**src/rtl/ofdm_loopback_ctrl.sv**
```systemverilog
// Loopback sequencer for the DUC/DDC chain: latches a frame config, flushes the chains,
// streams one frame into the DUC and waits for the DDC to return it. Optional DRAIN watchdog: LOOPBACK_CTRL_TIMEOUT_EN.
`timescale 1ns/1ps

module ofdm_loopback_ctrl #(
    parameter int CNT_W          = 16,
    parameter int FLUSH_CYCLES   = 64,
    parameter int TIMEOUT_CYCLES = 2097152
) (
    input  logic             aclk,
    input  logic             aresetn,
    input  logic             start,
    input  logic [31:0]      cfg_dac_fc,
    input  logic [31:0]      cfg_adc_fc,
    input  logic [15:0]      cfg_interp,
    input  logic [15:0]      cfg_decim,
    input  logic [CNT_W-1:0] cfg_nfft,
    input  logic [CNT_W-1:0] cfg_cp_len,
    input  logic [7:0]       cfg_symbols,
    output logic [31:0]      DAC_Fc_scaled,
    output logic [31:0]      ADC_Fc_scaled,
    output logic [15:0]      Interp_ratio,
    output logic [15:0]      decimate_ratio,
    output logic             chain_aresetn,
    input  logic [31:0]      s_axis_tdata,
    input  logic             s_axis_tvalid,
    output logic             s_axis_tready,
    output logic [31:0]      m_axis_tdata,
    output logic             m_axis_tvalid,
    input  logic             m_axis_tready,
    output logic             m_axis_tlast,
    output logic [3:0]       m_axis_tkeep,
    input  logic             ddc_tvalid,
    input  logic             ddc_tready,
    output logic             busy,
    output logic             done,
    output logic             error
);

    localparam int TOT_W = CNT_W + 9;
    localparam int FL_W  = $clog2(FLUSH_CYCLES + 1);

    typedef enum logic [2:0] {
        S_IDLE, S_LOAD, S_FLUSH, S_STREAM, S_DRAIN, S_DONE
    } state_t;

    state_t state, state_next;

    logic [CNT_W:0]   len_sum;
    logic [TOT_W-1:0] total_calc;
    logic [TOT_W-1:0] total_q;
    logic [TOT_W-1:0] tx_cnt;
    logic [TOT_W-1:0] rx_cnt;
    logic [FL_W-1:0]  flush_cnt;
    logic             stream;
    logic             tx_fire;
    logic             tx_last;
    logic             rx_fire;
    logic             rx_full;
    logic             flush_last;
    logic             timeout_hit;

    // Full-width product: 8-bit symbols times (CNT_W+1)-bit symbol length never truncates.
    assign len_sum    = {1'b0, cfg_nfft} + {1'b0, cfg_cp_len};
    assign total_calc = TOT_W'(cfg_symbols) * TOT_W'(len_sum);

    assign stream     = (state == S_STREAM);
    assign tx_fire    = stream && s_axis_tvalid && m_axis_tready;
    assign tx_last    = (tx_cnt == total_q - TOT_W'(1));
    assign rx_fire    = (state == S_STREAM || state == S_DRAIN) && ddc_tvalid && ddc_tready;
    assign rx_full    = (rx_cnt == total_q);
    assign flush_last = (flush_cnt == FL_W'(FLUSH_CYCLES - 1));

    assign m_axis_tdata  = stream ? s_axis_tdata : 32'h0;
    assign m_axis_tvalid = stream && s_axis_tvalid;
    assign s_axis_tready = stream && m_axis_tready;
    assign m_axis_tlast  = stream && tx_last;
    assign m_axis_tkeep  = stream ? 4'hF : 4'h0;

`ifdef LOOPBACK_CTRL_TIMEOUT_EN
    localparam int TO_W = $clog2(TIMEOUT_CYCLES + 1);
    logic [TO_W-1:0] drain_cnt;

    always_ff @(posedge aclk or negedge aresetn) begin
        if (!aresetn) begin
            drain_cnt <= '0;
        end else if (state != S_DRAIN) begin
            drain_cnt <= '0;
        end else begin
            drain_cnt <= drain_cnt + TO_W'(1);
        end
    end

    assign timeout_hit = (state == S_DRAIN) && (drain_cnt == TO_W'(TIMEOUT_CYCLES - 1));
`else
    logic unused_timeout_cfg;
    assign unused_timeout_cfg = (TIMEOUT_CYCLES != 0);
    assign timeout_hit        = 1'b0;
`endif

    always_comb begin
        state_next = state;
        case (state)
            S_IDLE:   if (start) state_next = (total_calc == '0) ? S_DONE : S_LOAD;
            S_LOAD:   state_next = S_FLUSH;
            S_FLUSH:  if (flush_last) state_next = S_STREAM;
            S_STREAM: if (tx_fire && tx_last) state_next = S_DRAIN;
            S_DRAIN:  if (rx_full || timeout_hit) state_next = S_DONE;
            S_DONE:   state_next = S_IDLE;
            default:  state_next = S_IDLE;
        endcase
    end

    // Chain reset is registered from the next state, so it is low for exactly the FLUSH cycles
    // and rises together with STREAM entry.
    always_ff @(posedge aclk or negedge aresetn) begin
        if (!aresetn) begin
            state         <= S_IDLE;
            chain_aresetn <= 1'b0;
            busy          <= 1'b0;
            done          <= 1'b0;
            flush_cnt     <= '0;
            tx_cnt        <= '0;
            rx_cnt        <= '0;
        end else begin
            state         <= state_next;
            chain_aresetn <= (state_next != S_FLUSH);
            busy          <= (state_next != S_IDLE);
            done          <= (state == S_DONE);
            if (state == S_LOAD) begin
                flush_cnt <= '0;
            end else if (state == S_FLUSH) begin
                flush_cnt <= flush_cnt + FL_W'(1);
            end
            if (state == S_FLUSH) begin
                tx_cnt <= '0;
                rx_cnt <= '0;
            end else begin
                if (tx_fire) tx_cnt <= tx_cnt + TOT_W'(1);
                if (rx_fire && !rx_full) rx_cnt <= rx_cnt + TOT_W'(1);
            end
        end
    end

    always_ff @(posedge aclk or negedge aresetn) begin
        if (!aresetn) begin
            DAC_Fc_scaled  <= '0;
            ADC_Fc_scaled  <= '0;
            Interp_ratio   <= '0;
            decimate_ratio <= '0;
            total_q        <= '0;
            error          <= 1'b0;
        end else if (state == S_IDLE && start) begin
            DAC_Fc_scaled  <= cfg_dac_fc;
            ADC_Fc_scaled  <= cfg_adc_fc;
            Interp_ratio   <= cfg_interp;
            decimate_ratio <= cfg_decim;
            total_q        <= total_calc;
            error          <= (total_calc == '0);
        end else if (timeout_hit && !rx_full) begin
            error <= 1'b1;
        end
    end

endmodule

```
**config.mk**
```make
export PLATFORM = sky130hd
export DESIGN_NAME = ofdm_loopback_ctrl
export DESIGN_NICKNAME = d
export VERILOG_FILES = /design/src/rtl/ofdm_loopback_ctrl.sv
export SDC_FILE = /design/constraint.sdc
export NUM_CORES = 1
export LEC_CHECK = 0
export CORE_AREA = 2 2 178 180
export DETAILED_ROUTE_END_ITERATION = 12
export DIE_AREA = 0 0 180 182
export GPL_TIMING_DRIVEN = 0
export PLACE_DENSITY_LB_ADDON = 0.1
export SYNTH_ARGS = -nofsm -noshare
export SYNTH_HDL_FRONTEND = slang
export SYNTH_SLANG_ARGS = --single-unit
```
**constraint.sdc**
```tcl
create_clock -name aclk -period 3.3 [get_ports aclk]
set_input_delay 0.495 -clock aclk [delete_from_list [all_inputs] [get_ports aclk]]
set_output_delay 0.495 -clock aclk [all_outputs]
set_load 0.005 [all_outputs]
```
==> impl_metrics.tcl <==
set metrics [dict create \
    design_area_sq_mm 0.02074 \
    die_y_um 182 \
    num_vias 13090 \
    cts_root_buf "clkbuf_16" \
    post-route-period-util 1.955 \
    grt_util_all_layers 0.2568 \
    crit_arrival_ns 6.82 \
    cts-htree-levels 4 \
    routed_wl_mm 42.17 \
    synth_area_leaders "dfrtp_1 (32%), fa_1 (13%), nand2_1 (11%)" \
    drv_cap 0 \
    gp_congestion 0.8785 \
    p_leak_nw 9.392 \
    syn-cell-area_sq_mm 0.01427 \
    ys_seq_area_frac 0.3244 \
    port_buffers 313 \
    nets 2446 \
    yosys.area.top_type "dfrtp_1" \
    route.detailed.drc 0 \
    hold_violations 0 \
    cp_data_required_time_ns 3.67 \
    clk_latency_ns 0.45 \
    setup_slack_ns -3.151 \
    max_freq_ghz 0.1550 \
    regToRegStartpoint "total_q[0]" \
    drtAntennaViolNets 0 \
    met1_usage 0.3086 \
    slew_viol_final 0 \
    crit_fanout 4 \
    initial_core_util 0.4606 \
    min_path_type "in2async" \
    final_common_cell "nand2_1" \
    hpwlAfterDp_mm 31.48 \
    rsz0062_at_grt "true" \
    use_met3 0.04172 \
    drive_above_1_share 0.1795 \
    io_pins 314 \
    top_usage_layer "met2" \
    p_total_mw 25.15 \
    dieArea_sq_mm 0.03276 \
    cts_tree "built" \
    ys_warn_count 0 \
    startpoint "cfg_cp_len[0]" \
    synthToLayoutAreaGrowth_pct 45.33 \
    start_kind "input pin" \
    synth.distinct_cells 70 \
    violations "setup timing" \
    synth-main-ff-cell "dfrtp_1" \
    cts_made_buffers 17 \
    cp_slowest_stage_delay_ns 0.55 \
    finalSetupTns_ns -48.94 \
    synth-async-reset-ratio 1.000 \
    power_density_mw_per_mm2 1213 \
    grt_max_degree 96 \
    run_status "complete, but fails checks" \
    drtIter0Drc 730 \
    synth_seq_cells 185 \
    synth_top_area_frac 0.3244 \
    clkTransAtPathRegs_ns 0.08 \
    max-vdd-ir-drop_mv 1.267 \
    setup_violations 24 \
    path_class "in2reg" \
    most-common-layout-cells "nand2_1 (417), clkdlybuf4s50_1 (295), dfrtp_1 (177)" \
    grt.met2_usage 0.4582 \
    via_per_inst 5.168 \
    grt_pass1_vias 13080 \
    worstMarginPinSlew_ns 1.083 \
    max-clock-path-buffers 2 \
    core_sq_mm 0.03099 \
    mappedNetlistNets 2006 \
    endpoint_kind "flop" \
    antenna_found_initial 2 \
    grt_pass1_wl_mm 67.64 \
    place_area_sq_mm 0.01834 \
    slowest_stage "fa_1" \
    fp-row-count 65 \
    slew_headroom 0.2725 \
    layout_min_cycle_time_ns 6.451 \
    postSynthCellCount 1675 \
    drt_first_pass_iters 5 \
    avgRoutedWirePerCell_um 16.66 \
    cpMostUsedCell "fa_1" \
    synth.avg_cell_area_sq_um 8.521 \
    synth_edf_count 0 \
    fin_worst_skew_ns 0.01182 \
    cts_sinks 185 \
    gr-total-overflow 0 \
    die_w_um 180 \
]
[layout make-up]
class,count,area [sq um]
repair buffers,430,4080
inverters,122,460.4
clock buffers,18,439.2
plain buffers,71,346.6
fillers,2509,10240
well taps,402,503.0
clock inverters,14,205.2
multi-input cells,1288,10060
diodes,2,5.005
flip-flops and latches,185,4639
[report_power, final]
group / switching, mW / total, mW / leakage, nW / internal, mW
sequential: 0.490 / 3.30 / 2.38 / 2.81
combinational: 9.59 / 19.6 / 6.69 / 9.99
clock: 1.02 / 2.28 / 0.317 / 1.25
total: 11.1 / 25.2 / 9.39 / 14.1
[synth_stat cells (24+ instances only)]
cell type,instances
nor2_1,90
and2_1,140
xnor2_1,75
o21ai_0,51
nand2_1,425
clkbuf_1,60
fa_1,91
and3_1,26
ha_1,65
xor2_1,52
nand3_1,30
a21oi_1,55
inv_1,121
dfrtp_1,185
nand4_1,24
[kinds of logic (layout without fill, tap and decap cells)]
| logic type | Yosys count | after routing | share of synthesized area |
|---|---|---|---|
| compound gates | 181 | 181 | 0.08021 |
| flops | 185 | 185 | 0.3244 |
| mux | 5 | 5 | 0.003682 |
| simple gates | 819 | 819 | 0.2728 |
| other cells | 0 | 2 | 0 |
| xor+xnor | 127 | 127 | 0.07793 |
| fa+ha+maj | 156 | 156 | 0.1846 |
| buf+inv | 202 | 655 | 0.05637 |
[stage by stage]
| stage | setup WS, ns | util | hold WS [ns] | cells |
|---|---|---|---|---|
| global placement | -6.278 | 0.5907 | 0.4572 | 2390 |
| CTS | -3.036 | 0.6550 | 0.07623 | 2510 |
| global route | -3.421 | 0.6694 | 0.1016 | 2532 |
| floorplan | -3.012 | - | 0.1994 | 1675 |
| finish | -3.151 | 0.6694 | 0.03967 | 2532 |
| detailed placement | -4.458 | 0.5917 | 0.4594 | 2391 |
[layer usage]
metal	part of all wire	vias to the layer above
met5	0	-
met4	0.037	0
met3	0.043	89
met2	0.51	361
met1	0.41	6333
li1	-	6302
[flip-flops by register name (all words and copies together), names as in the netlist]
| register | cells |
|---|---|
| flush_cnt | 7 |
| total_q | 25 |
| rx_cnt | 25 |
| DAC_Fc_scaled | 32 |
| Interp_ratio | 16 |
| error | 1 |
| chain_aresetn | 1 |
| busy | 1 |
| tx_cnt | 25 |
| decimate_ratio | 16 |
| state | 3 |
| ADC_Fc_scaled | 32 |
| done | 1 |
[critical path, delay by kind of cell]
kind / cells / cell delay (ns)
AOI/OAI and AO/OA: 8 / 1.74
buffers and inverters: 8 / 0.84
xor gates and xnor gates: 2 / 0.26
and+or+nand+nor: 5 / 0.79
adders and majority gates: 7 / 2.70
[what timing repair did]
| item | 4_1_cts | 5_1_grt |
|---|---|---|
| resized for setup | 173 | 71 |
| pin swaps | 114 | 73 |
| setup buffers | 96 | 31 |
| hold buffers | 0 | 0 |
| endpoints found under the setup margin | 28 | 38 |
[final timing paths]
| path | cells after the start | slack (ns) | to |
|---|---|---|---|
| setup reg to reg | 10 | 0.09 | state[0] |
| setup / recovery | 30 | -3.15 | state[2] |
| max in group asynchronous | 2 | 2.33 | decimate_ratio[14] |
| min in group aclk | 2 | 0.47 | error |
| hold reg to reg | 2 | 0.47 | error |
| hold / removal | 1 | 0.04 | rx_cnt[2] |
(Power assumes the default switching activity.)
